`config.mk`:
```
export PLATFORM = sky130hd
export DESIGN_NAME = noc_axi4_resp_sched
export DESIGN_NICKNAME = d
export VERILOG_FILES = /design/src/rtl/noc_axi4_resp_sched.sv
export SDC_FILE = /design/constraint.sdc
export NUM_CORES = 1
export LEC_CHECK = 0
export CAP_MARGIN = 40
export CORE_UTILIZATION = 25
export CTS_CLUSTER_DIAMETER = 120
export DETAILED_ROUTE_END_ITERATION = 10
export GPL_ROUTABILITY_DRIVEN = 0
export MAX_ROUTING_LAYER = met4
export PLACE_DENSITY = 0.59
export SETUP_SLACK_MARGIN = 0.5
export SLEW_MARGIN = 20
export SYNTH_ARGS = -nofsm -noshare
export SYNTH_HDL_FRONTEND = slang
export SYNTH_SLANG_ARGS = --single-unit
```
`constraint.sdc`:
```
create_clock -name clk -period 2.4 [get_ports clk]
set_input_delay 0.24 -clock clk [delete_from_list [all_inputs] [get_ports clk]]
set_output_delay 0.24 -clock clk [all_outputs]
set_load 0.1 [all_outputs]
```
`src/rtl/noc_axi4_resp_sched.sv`:
```
// noc_axi4_resp_sched: merges the read-data and write-ack response streams onto
// the single serializer input of the NoC-AXI4 bridge. Round-robin by default;
// with RDWR_INORDER=1 responses leave strictly in request issue order, tracked
// by a 1-bit-wide order FIFO (0 = read, 1 = write). One registered output stage.

`ifndef AXI4_ID_WIDTH
`define AXI4_ID_WIDTH 4
`endif
`ifndef AXI4_DATA_WIDTH
`define AXI4_DATA_WIDTH 64
`endif

module noc_axi4_resp_sched #(
    parameter int ID_WIDTH         = `AXI4_ID_WIDTH,
    parameter int DATA_WIDTH       = `AXI4_DATA_WIDTH,
    parameter int RDWR_INORDER     = 0,
    parameter int ORDER_DEPTH_LOG2 = 2
) (
    input  logic                  clk,
    input  logic                  rst_n,
    input  logic                  rd_issue_val,
    input  logic                  wr_issue_val,
    output logic                  issue_rdy,
    input  logic                  rd_resp_val,
    input  logic [ID_WIDTH-1:0]   rd_resp_id,
    input  logic [DATA_WIDTH-1:0] rd_resp_data,
    output logic                  rd_resp_rdy,
    input  logic                  wr_resp_val,
    input  logic [ID_WIDTH-1:0]   wr_resp_id,
    output logic                  wr_resp_rdy,
    output logic                  out_val,
    output logic                  out_is_wr,
    output logic [ID_WIDTH-1:0]   out_id,
    output logic [DATA_WIDTH-1:0] out_data,
    input  logic                  out_rdy,
    output logic                  order_err
);

    localparam int  AW       = ORDER_DEPTH_LOG2;
    localparam int  PTR_W    = ORDER_DEPTH_LOG2 + 1;
    localparam int  DEPTH    = 1 << ORDER_DEPTH_LOG2;
    localparam bit  IN_ORDER = (RDWR_INORDER != 0);

    // Order FIFO state; pointers carry one extra wrap bit so full and empty differ.
    logic [PTR_W-1:0]    rd_ptr;
    logic [PTR_W-1:0]    wr_ptr;
    logic [PTR_W-1:0]    fifo_cnt;
    logic [PTR_W-1:0]    free_cnt;
    logic                fifo_mem [DEPTH];
    logic                fifo_empty;
    logic                fifo_head;
    logic                issue_ok;
    logic                issue_bad;
    logic                push_rd;
    logic                push_wr;
    logic                pop;
    logic [AW-1:0]       wr_idx0;
    logic [AW-1:0]       wr_idx1;

    // Arbitration and output stage
    logic                load_en;
    logic                grant_rd;
    logic                grant_wr;
    logic                resp_err;
    logic                last_wr;
    logic                err_q;
    logic                vld_p1;
    logic                is_wr_p1;
    logic [ID_WIDTH-1:0] id_p1;
    logic [DATA_WIDTH-1:0] data_p1;

    // Order FIFO occupancy, head, and push qualification (a blocked issue drops all its pushes).
    always_comb begin
        fifo_cnt   = wr_ptr - rd_ptr;
        free_cnt   = PTR_W'(DEPTH) - fifo_cnt;
        fifo_empty = (fifo_cnt == '0);
        fifo_head  = fifo_mem[rd_ptr[AW-1:0]];
        issue_ok   = (free_cnt >= PTR_W'(2));
        issue_bad  = IN_ORDER && rst_n && (rd_issue_val || wr_issue_val) && !issue_ok;
        push_rd    = IN_ORDER && rst_n && rd_issue_val && issue_ok;
        push_wr    = IN_ORDER && rst_n && wr_issue_val && issue_ok;
        wr_idx0    = wr_ptr[AW-1:0];
        wr_idx1    = wr_idx0 + AW'(1);
    end

    // Winner selection: only while the output register can load; in-order follows the FIFO head.
    always_comb begin
        load_en  = !vld_p1 || out_rdy;
        grant_rd = 1'b0;
        grant_wr = 1'b0;
        if (rst_n && load_en) begin
            if (IN_ORDER) begin
                if (!fifo_empty) begin
                    grant_rd = !fifo_head && rd_resp_val;
                    grant_wr = fifo_head && wr_resp_val;
                end
            end else if (rd_resp_val && wr_resp_val) begin
                grant_wr = !last_wr;
                grant_rd = last_wr;
            end else begin
                grant_rd = rd_resp_val;
                grant_wr = wr_resp_val;
            end
        end
        pop      = IN_ORDER && (grant_rd || grant_wr);
        resp_err = IN_ORDER && rst_n && fifo_empty && (rd_resp_val || wr_resp_val);
    end

    // Control state: FIFO pointers, round-robin history and the sticky error flag.
    always_ff @(posedge clk) begin
        if (!rst_n) begin
            rd_ptr  <= '0;
            wr_ptr  <= '0;
            last_wr <= 1'b0;
            err_q   <= 1'b0;
        end else begin
            if (pop)
                rd_ptr <= rd_ptr + PTR_W'(1);
            wr_ptr <= wr_ptr + PTR_W'(push_rd) + PTR_W'(push_wr);
            if (grant_rd || grant_wr)
                last_wr <= grant_wr;
            if (issue_bad || resp_err)
                err_q <= 1'b1;
        end
    end

    // FIFO storage: a simultaneous read+write issue records read first, then write.
    always_ff @(posedge clk) begin
        if (push_rd)
            fifo_mem[wr_idx0] <= 1'b0;
        if (push_wr)
            fifo_mem[push_rd ? wr_idx1 : wr_idx0] <= 1'b1;
    end

    // ---- stage p1: registered output toward the serializer ----
    // Output register loads the winner whenever it is empty or being drained.
    always_ff @(posedge clk) begin
        if (!rst_n) begin
            vld_p1   <= 1'b0;
            is_wr_p1 <= 1'b0;
            id_p1    <= '0;
            data_p1  <= '0;
        end else if (load_en) begin
            vld_p1 <= grant_rd || grant_wr;
            if (grant_rd || grant_wr) begin
                is_wr_p1 <= grant_wr;
                id_p1    <= grant_wr ? wr_resp_id : rd_resp_id;
                data_p1  <= grant_wr ? '0 : rd_resp_data;
            end
        end
    end

    assign rd_resp_rdy = grant_rd;
    assign wr_resp_rdy = grant_wr;
    assign issue_rdy   = rst_n && (!IN_ORDER || issue_ok);
    assign out_val     = vld_p1;
    assign out_is_wr   = is_wr_p1;
    assign out_id      = id_p1;
    assign out_data    = data_p1;
    assign order_err   = err_q;

endmodule

```
==> results of run 1 <==
[per-stage QoR]
step	hold slack [ns]	power, uW
floorplan	0.376	1740
global route	0.432	3030
CTS	0.417	2950
detailed placement	0.447	1990
global placement	0.444	1980
finish	0.441	2900
[per-layer routing]
metal  vias to the layer above  share of wire, %  track usage [%]
met5                         -                 0                -
met4                         0               1.1             4.97
met3                         9               6.7             4.47
met2                       100                49             24.0
met1                      1129                43             15.1
li1                       1250                 -                -
[synthesized netlist by cell type]
| master | count | area [um2] |
|---|---|---|
| a31oi_1 | 4 | 25.0 |
| inv_4 | 1 | 6.26 |
| o211ai_1 | 1 | 7.51 |
| nand3_1 | 3 | 15.0 |
| nor2b_1 | 30 | 188 |
| buf_2 | 9 | 45.0 |
| dfxtp_1 | 71 | 1420 |
| nand4_1 | 1 | 6.26 |
| inv_1 | 1 | 3.75 |
| buf_6 | 4 | 45.0 |
| conb_1 | 1 | 3.75 |
| a22oi_1 | 30 | 225 |
| o21ai_0 | 4 | 20.0 |
| a21boi_0 | 1 | 7.51 |
| nand4_4 | 1 | 21.3 |
| clkbuf_1 | 8 | 30.0 |
| nand2_1 | 80 | 300 |
| buf_4 | 3 | 22.5 |
| nand2b_2 | 2 | 17.5 |
| a21oi_1 | 34 | 170 |
[worst paths after layout]
kind         slack, ns            to        startpoint  cells after the start
max               0.56   rd_resp_rdy             rst_n                      4
min               0.44  out_data[30]  rd_resp_data[30]                      3
max reg2reg       0.94     out_id[2]           last_wr                      6
min reg2reg       0.46  out_data[22]      out_data[22]                      2
[critical path: stages]
cell	delay, ns
clkdlybuf4s50_1	0.68
nand4_4	0.18
inv_6	0.27
buf_12	0.22
[cell usage in the layout (no fill, tap or decap), types with 2 or more instances in the layout]
| cell type | n |
|---|---|
| a22oi_1 | 30 |
| buf_12 | 5 |
| nand2b_2 | 2 |
| clkinvlp_4 | 2 |
| a21oi_1 | 34 |
| nor2b_1 | 30 |
| o21ai_0 | 4 |
| a31oi_1 | 4 |
| dfxtp_1 | 70 |
| nand3_1 | 3 |
| clkdlybuf4s50_1 | 76 |
| nand2_1 | 80 |
| clkinv_2 | 3 |
| clkbuf_8 | 10 |
| buf_4 | 75 |
[kinds of logic (layout without fill, tap and decap cells)]
logic type      after synthesis  count (layout)  share of synthesized area [%]
compound gates               74              74                           17.6
buf+inv                      26             175                           5.91
flops                        71              71                           55.1
other cells                   1               1                          0.145
simple gates                117             117                           21.2
[power breakdown]
part / internal [uW] / switching (uW) / leakage (uW)
registers: 1220 / 22.7 / 0.000577
clock network: 503 / 440 / 0.0000981
logic: 234 / 477 / 0.000969
total: 1960 / 940 / 0.00164
[flip-flops by register name (all words and copies together) (netlist names)]
register   count
out_data      64
out_val        1
last_wr        1
out_is_wr      1
out_id         4
[timing repair]
action,in CTS,in global routing
setup buffers,1,0
setup endpoints to repair,2,0
gates resized for setup,1,0
[cell type report]
cell class	count	share of cell area (%)
Multi-Input combinational cell	192	23.8
Sequential cell	71	33.6
Clock inverter	6	1.42
Clock buffer	10	3.25
Tap cell	133	3.93
Inverter	2	0.295
Timing Repair Buffer	157	33.7
==> results.md, run 1 <==
* Status: completed
* Peak supply drop at 0.257 mV
* Via Count at 2,488
* Synthesized flop and latch total at 71
* Cell area after placement at 4020 um2
* CP max FO at 37
* Initial core utilization at 26.0%
* Total GRT Usage at 14.0%
* Setup ws final at roughly 0.56 ns
* DRC viols at 0
* Routed WL at 7190 um
* Total gr overflow at 0
* Layout Cells excl Fill at 571
* Post-synthesis sequential area ratio at 55.1%
* First-pass GRT wire length at between 10,000 and 15,000 um
* Synthesized Nets at 368
* FP Rows at 36
* Class of the worst hold path: input pin to flip-flop
* Clock Sinks at 71
* Fillcell total at 1,016
* Placed cells at around 550
* Max Slew Vio Count at 0
* Antenna-violating nets left at 0
* Bufs on Longest Clock Path at 2
* Post-Synthesis Cells at 289
* Fin crit period at 1.84 ns
* Drt via density at approximately 4.4
* Initial antenna violation count at 0
* Pwr dens at 684 nW/um2
* Storage element area at ~1400 um2
* Num ports at between 150 and 200
* CP Data Required Time at 2.16 ns
* Non-Filler Cell Area, Final at roughly 4200 um2
* Distinct cells, synth at 20
* Area occupied by multi-input gates at 1010 um2
* Final hold vios at 0
* Crit. End Element: output port
* ANT cells at 0
* Final TNS setup at 0 ns
* Synth Cell Area at 2580 um2
* Worst EP arrival at approximately 1.6 ns
* CORE AREA at slightly below 10,000 um2
* Unrepaired setup endpoints after global routing: no
* Width of the die at 104 um
* CTS tree: built
* Synth Area per Inst at about 8.9 um2
* # setup viols final at 0
* Max frequency at 543 MHz
* Period utilization at 76.7%
* Maxcap violations at 0
* # hold bufs at CTS at 0
* H-tree levels at 3
* Die area at 10,700 um2
* Reg clk slew, reported paths at approximately 0.080 ns
* Vias in the first global route at 2,498
* Share of cells above drive strength 1 at a little under a quarter
* Startpoint Class: input pin
* Critical Setup Path Class: input pin to output port
* DRT iter0 DRCs at 90
* Die Y at 104 um
* DR pass1 iterations at 4
* Setup WS pre-CTS at 0.339 ns
* Port buffer count at 149
* Yosys warnings at 0
* Cts bufs inserted at 9
* Post-layout util at a little over two fifths
* Nets at slightly above 500
* Area growth, synth to finish at 64.1%
* DR WL/cell at 12.6 um
* Clock latency on the worst-skew pair at 0.34 ns
* Post-DP HPWL at 4930 um
* Root buf cell: clkbuf_8
* Pin count of the biggest net entering global routing at 41
* P_leak at approximately 0.0016 uW
* Final clock skew at 0.00811 ns
(Power assumes the default switching activity.)
==> run 2: changes to the inputs <==
--- a/config.mk
+++ b/config.mk
@@ -11,7 +11,7 @@
 export DETAILED_ROUTE_END_ITERATION = 10
 export GPL_ROUTABILITY_DRIVEN = 0
 export MAX_ROUTING_LAYER = met4
-export PLACE_DENSITY = 0.59
+export PLACE_DENSITY = 0.61
 export SETUP_SLACK_MARGIN = 0.5
 export SLEW_MARGIN = 20
 export SYNTH_ARGS = -nofsm -noshare
==> constraint.sdc (replaced) <==
create_clock -name clk -period 1.58 [get_ports clk]
set_input_delay 0.158 -clock clk [delete_from_list [all_inputs] [get_ports clk]]
set_output_delay 0.158 -clock clk [all_outputs]
set_load 0.1 [all_outputs]
==> results.md, run 2 (synthesis gave the netlist of run 1 again) <==
* Cts bufs inserted at 9 (unchanged)
* # hold bufs at CTS at 0 (unchanged)
* Port buffer count at 149 (unchanged)
* Routed WL at 9520 um (was 7190 um)
* H-tree levels at 3 (unchanged)
* Crit. End Element: output port (unchanged)
* Most common cell after layout, fill and taps aside: buf_12 (was nand2_1)
* Bufs on Longest Clock Path at 2 (unchanged)
* Clock latency on the worst-skew pair at 0.33 ns (was 0.34 ns)
* P_leak at 0.00232 uW (was 0.00164 uW)
* Placed cells at 559 (was 553)
* Fillcell total at 777 (was 1,016)
* Worst R2R Start: last_wr (unchanged)
* Startpoint Class: input pin (unchanged)
* FP Rows at 36 (unchanged)
* Width of the die at 104 um (unchanged)
* Vias in the first global route at 2,679 (was 2,498)
* Max frequency at between 600 and 700 MHz
* ANT cells at 0 (unchanged)
* Unrepaired setup endpoints after global routing: yes (was no)
* Most frequent cells in the layout: buf_12 (82), clkdlybuf4s50_1 (74), dfxtp_2 (69) (was nand2_1 (80), clkdlybuf4s50_1 (76), buf_4 (75))
* Critical Setup Path Class: input pin to output port (unchanged)
* Status: completed (unchanged)
* Total Power at 4920 uW (was 2900 uW)
* Layout Cells excl Fill at 600 (was 571)
* Antenna-violating nets left at 0 (unchanged)
* Post-DP HPWL at 5780 um (was 4930 um)
* Hold_sp: rst_n (was rd_resp_data[30])
* Final clock skew at 0.00898 ns (was 0.00811 ns)
* Fin crit period at 1.47 ns
* Period utilization at between 90% and 100%
* Total GRT Usage at 17.5% (was 14.0%)
* DR pass1 iterations at 4 (unchanged)
* Max Slew Vio Count at 0 (unchanged)
* Via Count at 2,692 (was 2,488)
* Final TNS setup at 0 ns (unchanged)
* Nets at 541 (was 512)
* Worst setup path startpoint: wr_resp_val (was rst_n)
* CTS tree: built (unchanged)
* Final hold vios at 0 (unchanged)
* DRC viols at 0 (unchanged)
* Clock Sinks at 71 (unchanged)
* Die area at 10,700 um2 (unchanged)
* Most used cell along the critical path: buf_12
* CP max FO at 4 (was 37)
* CORE AREA at 9910 um2 (unchanged)
* Root buf cell: clkbuf_8 (unchanged)
* Max reg flops at 64 (unchanged)
* Max stage delay on crit path at 0.59 ns (was 0.68 ns)
* Pwr dens at 799 nW/um2 (was 684 nW/um2)
* Initial antenna violation count at 0 (unchanged)
* Maxcap violations at 0 (unchanged)
* DR WL/cell at 15.9 um (was 12.6 um)
* Drt via density at 4.49 (was 4.36)
* Total gr overflow at 0 (unchanged)
* Worst EP arrival at 1.31 ns (was 1.60 ns)
* DRT iter0 DRCs at 79 (was 90)
* Cell type of the slowest stage on the worst timing path: clkdlybuf4s50_1 (unchanged)
* Pin count of the biggest net entering global routing at 36 (was 41)
* WHS at 0.316 ns (was 0.441 ns)
* # setup viols final at 0 (unchanged)
* Initial core utilization at 26.0% (unchanged)
* Cell Chain, Critical Path: clkdlybuf4s50_1 -> nand2b_4 -> nand4_4 -> clkinv_4 -> buf_12 -> buf_12 (was clkdlybuf4s50_1 -> nand4_4 -> inv_6 -> buf_12)
* Peak supply drop at 0.438 mV (was 0.257 mV)
* Area growth, synth to finish at 139% (was 64.1%)
* Share of cells above drive strength 1 at 61.2% (was 23.3%)
* Class of the worst hold path: input pin to flip-flop (unchanged)
* First-pass GRT wire length at 14,200 um (was 11,900 um)
* Die Y at 104 um (unchanged)
* Reg clk slew, reported paths at 0.08 ns (about the same)
* Num ports at 153 (unchanged)
* CP Data Required Time at 1.42 ns (was 2.16 ns)
run 2: cell types whose count changed in the layout (fill, tap and decap cells not counted), sizes merged:
cell and change:
clkdlybuf4s50 -2, inv -2, clkinvlp -1, dlygate4sd2 +1
bufbuf +2, clkbuf +6, clkinv +1, buf +24
run 2: metrics by stage:
stage | setup WS (ns) | instance area, um2 | util, %
global placement | 0.0302 | 5270 | 53.1
detailed placement | -0.00510 | 5270 | 53.1
CTS | 0.130 | 5780 | 58.3
global route | 0.0551 | 6160 | 62.2
floorplan | 0.140 | 2930 | -
finish | 0.113 | 6160 | 62.2
run 2: cell type report:
| type | count | area, um2 | share of cell area, % |
|---|---|---|---|
| Tap cell | 133 | 166 | 2.70 |
| Clock inverter | 4 | 45.0 | 0.731 |
| Timing Repair Buffer | 186 | 2850 | 46.3 |
| Clock buffer | 12 | 145 | 2.36 |
| Multi-Input combinational cell | 192 | 1420 | 23.1 |
| Inverter | 2 | 16.3 | 0.264 |
| Sequential cell | 71 | 1520 | 24.6 |
run 2: power by group:
group	total (uW)	switching, uW	internal, uW
logic	1560	856	705
registers	1940	73.4	1870
clock network	1420	651	767
run 2: repair_timing:
item                       CTS  global route
gates cloned                 7             4
pin swaps                    3            18
setup endpoints to repair   74            82
buffers inserted            10             4
resized for setup           23            77
run 2: per-layer routing:
metal	GRT usage (%)	share of wire (%)
met1	19.9	42
met2	28.5	51
met3	6.04	6.8
met4	5.80	0.45
met5	-	0
run 2: worst paths after layout:
path	endpoint	slack [ns]	depth (start not counted)
max	rd_resp_rdy	0.11	6
min	last_wr	0.32	4
max reg2reg	out_data[5]	0.14	8
min reg2reg	last_wr	0.47	2
run 2: critical path: cells and delay by family:
| family | cells | cell delay, ns |
|---|---|---|
| buffers and inverters | 4 | 0.94 |
| AND/OR/NAND/NOR | 2 | 0.20 |
